`src/rtl/iob_pcie_rx_chnl_pkg.sv`:
```
// Shared types and constants for the PCIe RX channel engine.
package iob_pcie_rx_chnl_pkg;

   localparam int unsigned IOB_PCIE_CHNL_W = 32;

   typedef enum logic [2:0] {
      ST_IDLE    = 3'd0,
      ST_ACK     = 3'd1,
      ST_DATA    = 3'd2,
      ST_WAITLOW = 3'd3,
      ST_DONE    = 3'd4
   } rx_state_e;

endpackage

```
`src/rtl/iob_pcie_rx_fifo.sv`:
```
// Synchronous FIFO buffering received channel words; the head output holds the
// last popped word while the FIFO is empty.
module iob_pcie_rx_fifo #(
   parameter int unsigned ADDR_W = 4,
   parameter int unsigned DATA_W = 32
) (
   input  logic              clk,
   input  logic              rst,
   input  logic              push_i,
   input  logic [DATA_W-1:0] data_i,
   input  logic              pop_i,
   output logic [DATA_W-1:0] data_o,
   output logic              full_o,
   output logic              empty_o,
   output logic [ADDR_W:0]   level_o
);

   localparam int unsigned DEPTH = 1 << ADDR_W;

   logic [DATA_W-1:0] mem_q [DEPTH];
   logic [ADDR_W-1:0] wr_ptr_q;
   logic [ADDR_W-1:0] rd_ptr_q;
   logic [ADDR_W:0]   level_q;
   logic [DATA_W-1:0] hold_q;
   logic              do_push;
   logic              do_pop;

   assign full_o  = (level_q == (ADDR_W+1)'(DEPTH));
   assign empty_o = (level_q == '0);
   assign level_o = level_q;
   assign do_push = push_i && !full_o;
   assign do_pop  = pop_i && !empty_o;
   assign data_o  = empty_o ? hold_q : mem_q[rd_ptr_q];

   // Storage array carries no reset; only pointers and level define validity.
   always_ff @(posedge clk) begin
      if (do_push) begin
         mem_q[wr_ptr_q] <= data_i;
      end
   end

   always_ff @(posedge clk) begin
      if (rst) begin
         wr_ptr_q <= '0;
         rd_ptr_q <= '0;
         level_q  <= '0;
         hold_q   <= '0;
      end else begin
         if (do_push) begin
            wr_ptr_q <= wr_ptr_q + ADDR_W'(1);
         end
         if (do_pop) begin
            rd_ptr_q <= rd_ptr_q + ADDR_W'(1);
            hold_q   <= mem_q[rd_ptr_q];
         end
         case ({do_push, do_pop})
            2'b10:   level_q <= level_q + (ADDR_W+1)'(1);
            2'b01:   level_q <= level_q - (ADDR_W+1)'(1);
            default: level_q <= level_q;
         endcase
      end
   end

endmodule

```
`src/rtl/iob_pcie_rx_chnl.sv`:
```
// Host-to-FPGA channel engine: request/ack handshake, word intake into a FIFO,
// and per-transaction status (len/off/last/count/done/short).
module iob_pcie_rx_chnl
   import iob_pcie_rx_chnl_pkg::*;
#(
   parameter int unsigned FIFO_ADDR_W = 4,
   parameter int unsigned DATA_W      = IOB_PCIE_CHNL_W
) (
   input  logic              CLK,
   input  logic              RST,
   input  logic              CHNL_RX,
   output logic              CHNL_RX_CLK,
   output logic              CHNL_RX_ACK,
   input  logic              CHNL_RX_LAST,
   input  logic [31:0]       CHNL_RX_LEN,
   input  logic [30:0]       CHNL_RX_OFF,
   input  logic [DATA_W-1:0] CHNL_RX_DATA,
   input  logic              CHNL_RX_DATA_VALID,
   output logic              CHNL_RX_DATA_REN,
   output logic [DATA_W-1:0] m_data,
   output logic              m_valid,
   input  logic              m_ready,
   output logic [31:0]       rx_len,
   output logic [30:0]       rx_off,
   output logic              rx_last,
   output logic [31:0]       rx_count,
   output logic              busy,
   output logic              done,
   output logic              short
);

   rx_state_e         state_q, state_d;
   logic [31:0]       len_q, len_d;
   logic [30:0]       off_q, off_d;
   logic              last_q, last_d;
   logic [31:0]       count_q, count_d;
   logic              short_q, short_d;
   logic              ack_q, done_q, busy_q;
   logic              fifo_push;
   logic              fifo_pop;
   logic              fifo_full;
   logic              fifo_empty;
   logic [FIFO_ADDR_W:0] fifo_level;

   assign CHNL_RX_CLK      = CLK;
   // REN is decoded from registered state only; no path from VALID.
   assign CHNL_RX_DATA_REN = (state_q == ST_DATA) && (count_q < len_q) && !fifo_full;
   assign fifo_pop         = m_ready && !fifo_empty;
   assign m_valid          = (fifo_level != '0);

   assign CHNL_RX_ACK = ack_q;
   assign done        = done_q;
   assign busy        = busy_q;
   assign rx_len      = len_q;
   assign rx_off      = off_q;
   assign rx_last     = last_q;
   assign rx_count    = count_q;
   assign short       = short_q;

   always_comb begin
      state_d   = state_q;
      len_d     = len_q;
      off_d     = off_q;
      last_d    = last_q;
      count_d   = count_q;
      short_d   = short_q;
      fifo_push = 1'b0;
      case (state_q)
         ST_IDLE: begin
            if (CHNL_RX) begin
               state_d = ST_ACK;
               len_d   = CHNL_RX_LEN;
               off_d   = CHNL_RX_OFF;
               last_d  = CHNL_RX_LAST;
               count_d = '0;
               short_d = 1'b0;
            end
         end
         ST_ACK: begin
            state_d = (len_q != '0) ? ST_DATA : ST_WAITLOW;
         end
         ST_DATA: begin
            if (CHNL_RX_DATA_REN && CHNL_RX_DATA_VALID) begin
               fifo_push = 1'b1;
               count_d   = count_q + 32'd1;
            end
            // Completion wins over a simultaneous request drop.
            if (count_d == len_q) begin
               state_d = ST_WAITLOW;
            end else if (!CHNL_RX) begin
               state_d = ST_DONE;
               short_d = 1'b1;
            end
         end
         ST_WAITLOW: begin
            if (!CHNL_RX) begin
               state_d = ST_DONE;
            end
         end
         ST_DONE: begin
            state_d = ST_IDLE;
         end
         default: begin
            state_d = ST_IDLE;
         end
      endcase
   end

   always_ff @(posedge CLK) begin
      if (RST) begin
         state_q <= ST_IDLE;
         len_q   <= '0;
         off_q   <= '0;
         last_q  <= 1'b0;
         count_q <= '0;
         short_q <= 1'b0;
         ack_q   <= 1'b0;
         done_q  <= 1'b0;
         busy_q  <= 1'b0;
      end else begin
         state_q <= state_d;
         len_q   <= len_d;
         off_q   <= off_d;
         last_q  <= last_d;
         count_q <= count_d;
         short_q <= short_d;
         ack_q   <= (state_d == ST_ACK);
         done_q  <= (state_d == ST_DONE);
         busy_q  <= (state_d != ST_IDLE);
      end
   end

   iob_pcie_rx_fifo #(
      .ADDR_W (FIFO_ADDR_W),
      .DATA_W (DATA_W)
   ) u_fifo (
      .clk     (CLK),
      .rst     (RST),
      .push_i  (fifo_push),
      .data_i  (CHNL_RX_DATA),
      .pop_i   (fifo_pop),
      .data_o  (m_data),
      .full_o  (fifo_full),
      .empty_o (fifo_empty),
      .level_o (fifo_level)
   );

endmodule
```
`config.mk`:
```
export PLATFORM = sky130hd
export DESIGN_NAME = iob_pcie_rx_chnl
export DESIGN_NICKNAME = d
export VERILOG_FILES = /design/src/rtl/iob_pcie_rx_chnl_pkg.sv /design/src/rtl/iob_pcie_rx_fifo.sv /design/src/rtl/iob_pcie_rx_chnl.sv
export SDC_FILE = /design/constraint.sdc
export NUM_CORES = 1
export LEC_CHECK = 0
export CAP_MARGIN = 30
export CORE_MARGIN = 2
export CORE_UTILIZATION = 55
export DETAILED_ROUTE_END_ITERATION = 10
export PLACE_DENSITY_LB_ADDON = 0.12
export SLEW_MARGIN = 20
export SYNTH_ARGS = -nofsm -noshare
export SYNTH_HDL_FRONTEND = slang
export SYNTH_HIERARCHICAL = 1
export SYNTH_SLANG_ARGS = --single-unit
export TNS_END_PERCENT = 30
```
`constraint.sdc`:
```
create_clock -name CLK -period 15.23 [get_ports CLK]
set_clock_uncertainty 0.15 [all_clocks]
set_input_delay 3.046 -clock CLK [delete_from_list [all_inputs] [get_ports CLK]]
set_output_delay 3.046 -clock CLK [all_outputs]
set_load 0.01 [all_outputs]
```
==> results.py <==
metrics = {
    "sta": {
        "fin_setup_tns_ps": 0,
        "maxSlewViolCount": 0,
        "setup_ws_ps": 3710,
        "setup_violations": 0,
        "finalHoldViolCount": 0,
        "rsz0062_at_grt": "false",
        "max_slew_margin_pct": 39.3,
        "worst_slew_pin_slew_ps": 902,
    },
    "global_routing": {
        "grt_overflow_total": 0,
        "grt_pass1_vias": 17221,
        "grt_start_max_net_pins": 70,
        "grtUsageTotal_pct": 25.9,
        "antenna_found_initial": 2,
        "grt_pass1_wl_um": 103000,
    },
    "clock_tree": {
        "postCtsSetupBuffers": 0,
        "cts_tree": "yes",
        "worstSkewPairLatency_ps": 700,
        "cts.clk_slew.worst_paths_ps": 60,
        "cts_resized": 0,
        "cts_hold_buf": 0,
    },
    "route": {
        "avgRoutedWirePerCell_um": 24.3,
        "dr.pass1.iters": 5,
        "drt-initial-drc-count": 1327,
        "ant_nets": 0,
        "drc": 0,
        "vias_per_cell": 6.09,
        "wl_um": 68200,
        "vias": 17121,
    },
    "synthesis": {
        "synth_edf_count": 512,
        "synthCells": 1846,
        "yosysMostFrequentCell": "edfxtp_1",
        "synth_area_leaders": "edfxtp_1, dfxtp_1, mux4_2",
        "yosys_register_bits": 664,
        "async_flop_share_pct": 0,
        "yosysWarnings": 6,
        "synth_cell_types": 71,
        "synth_area_um2": 28000,
        "synth_area_leader_cell": "edfxtp_1",
        "syn_avg_cell_area_um2": 15.2,
        "ys_seq_area_share_pct": 65.8,
        "synth_fp_nets": 1987,
        "ys.flop_type": "edfxtp_1",
        "yosysTopAreaCellShare_pct": 54.9,
        "synth_common_cells": "edfxtp_1, nand2_1, dfxtp_1",
    },
    "critical_path": {
        "critPathSlowestCell": "clkdlybuf4s50_1",
        "rr_worst_depth": 12,
        "cpPeakStageDelay_ps": 460,
        "critical_path.cell_chain": "clkbuf_16 > clkbuf_16 > clkdlybuf4s50_1",
        "r2r-end": "state_q[2]",
        "cp-start-kind": "clock port",
        "crit_path_max_fanout": 2,
        "rr_startpoint": "rx_len[27]",
        "worst-r2r-setup-slack_ps": 10350,
        "required_ps": 12030,
        "path_class": "clk2out",
        "cp_common_cell": "clkbuf_16",
        "arrival_ps": 8320,
        "endpoint_kind": "output port",
    },
    "finish": {
        "drive_above_1_share_pct": 15.6,
        "post-route-util_pct": 66.4,
        "num-nets-final": 2227,
        "layoutNonFillerInstCount": 2811,
        "area_delta_synth_final_pct": 19.0,
    },
    "floorplanning": {
        "dieArea_um2": 52700,
        "die_w_um": 230,
        "ios": 236,
        "fp.dieH_um": 230,
        "core_um2": 50200,
        "start_util_pct": 55.8,
        "rows": 82,
    },
    "placed_design": {
        "place_ws_ps": 3970,
        "dp_hpwl_um": 40900,
        "portBuffers": 235,
        "dp_cells": 2683,
        "place.gp.congestion": 0.906,
    },
    "power": {
        "ir_drop_v": 0.000102,
        "pwr-share-comb_pct": 9.8,
        "p_seq_share_pct": 49.8,
        "p_sw_share_pct": 23.0,
        "pwr-share-clk_pct": 40.4,
        "leakage_nw": 10.8,
        "power_switching_mw": 0.923,
        "power.density_nw_per_um2": 121,
        "power.internal_mw": 3.10,
    },
    "hold_path": {
        "whs_endpoint": "u_fifo/hold_q[10]",
        "worstHoldStart": "u_fifo/hold_q[10]",
        "whs_path_depth": 1,
        "hp-class": "reg2reg",
    },
    "job": {
        "cap_viol_max_count": 0,
    },
    "run_status": {
        "status": "completed",
    },
}
-- cell usage in the layout (no fill, tap or decap), types with 6 or more instances in the layout --
cell / instances
a21o_1: 35
and2_1: 7
o22ai_1: 33
inv_1: 46
and3_1: 10
xnor2_1: 35
a31oi_1: 6
nor2_4: 14
nand4_1: 16
clkbuf_16: 73
nor4_1: 19
a211oi_1: 8
edfxtp_1: 512
clkbuf_1: 19
o211ai_1: 8
dfxtp_1: 148
clkinv_1: 8
mux2i_1: 104
nand3_1: 20
mux4_2: 128
buf_4: 33
mux2_2: 32
ha_1: 40
nor2_1: 64
a311oi_1: 20
a21oi_1: 97
o21ai_0: 26
clkinv_2: 12
clkdlybuf4s50_1: 234
nor3_1: 18
nand2_1: 194
xor2_1: 22
-- final cells by class --
class / count / area, µm²
clock inverters: 29 / 243
clock buffers: 97 / 1960
flip-flops and latches: 664 / 18400
inverters: 47 / 176
multi-input cells: 1032 / 9010
diodes: 1 / 2.50
repair buffers: 269 / 2660
well taps: 672 / 841
fillers: 3517 / 16800
-- worst max-delay path: cells and delay by family --
family | cells | cell delay (ps)
buffers and inverters | 3 | 710
-- power groups by stage --
stage | combinational (mW) | clock [mW] | sequential (mW)
2_1_floorplan | 0.198 | 0.00541 | 2.04
3_3_place_gp | 0.388 | 0.00668 | 2.04
3_5_place_dp | 0.393 | 0.00668 | 2.04
4_1_cts | 0.395 | 1.65 | 2.00
5_1_grt | 0.421 | 1.72 | 2.01
6_report | 0.394 | 1.62 | 2.00
-- how the worst max path moves through the flow --
| stage | startpoint | to | slack [ps] | depth (start not counted) |
|---|---|---|---|---|
| after floorplan | CLK | CHNL_RX_CLK | 4300 | 1 |
| after CTS | CLK | CHNL_RX_CLK | 3700 | 3 |
| final | CLK | CHNL_RX_CLK | 3710 | 3 |
| after global routing | CLK | CHNL_RX_CLK | 3690 | 3 |
| after detailed placement | CLK | CHNL_RX_CLK | 3970 | 1 |
| after global placement | CLK | CHNL_RX_CLK | 3970 | 1 |
-- flip-flops by register name, summed over array words and instances (netlist names), named ones only --
signal,count
u_fifo/hold_q,32
rx_last,1
u_fifo/wr_ptr_q,4
rx_len,32
CHNL_RX_ACK,1
busy,1
short,1
rx_off,31
rx_count,32
done,1
u_fifo/rd_ptr_q,4
state_q,3
u_fifo/level_o,5
u_fifo/mem_q,512
-- stage by stage --
step / total power, mW / cell area, µm² / hold slack (ps)
2_1_floorplan: 2.24 / 28000 / 271
3_3_place_gp: 2.44 / 31000 / 278
6_report: 4.02 / 33300 / 298
3_5_place_dp: 2.44 / 31100 / 283
5_1_grt: 4.15 / 33300 / 312
4_1_cts: 4.05 / 33300 / 298
-- per-layer routing --
layer	track usage, %	vias up	routed length, µm	part of all wire [%]
li1	-	7643	-	-
met1	33.9	8672	27800	41
met2	43.4	639	33700	49
met3	4.79	165	4300	6.3
met4	9.96	2	2430	3.6
met5	0	-	13	0.019
-- kinds of logic after synthesis --
kind of cell / synth area share [%]
multiplexers: 15.3
AND/OR/NAND/NOR: 6.61
XOR/XNOR: 1.78
adder cells (fa/ha/maj): 1.79
buffers and inverters: 2.54
AO/OA/AOI/OAI: 6.22
flip-flops: 65.8
Power figures use the tool's default switching activity.
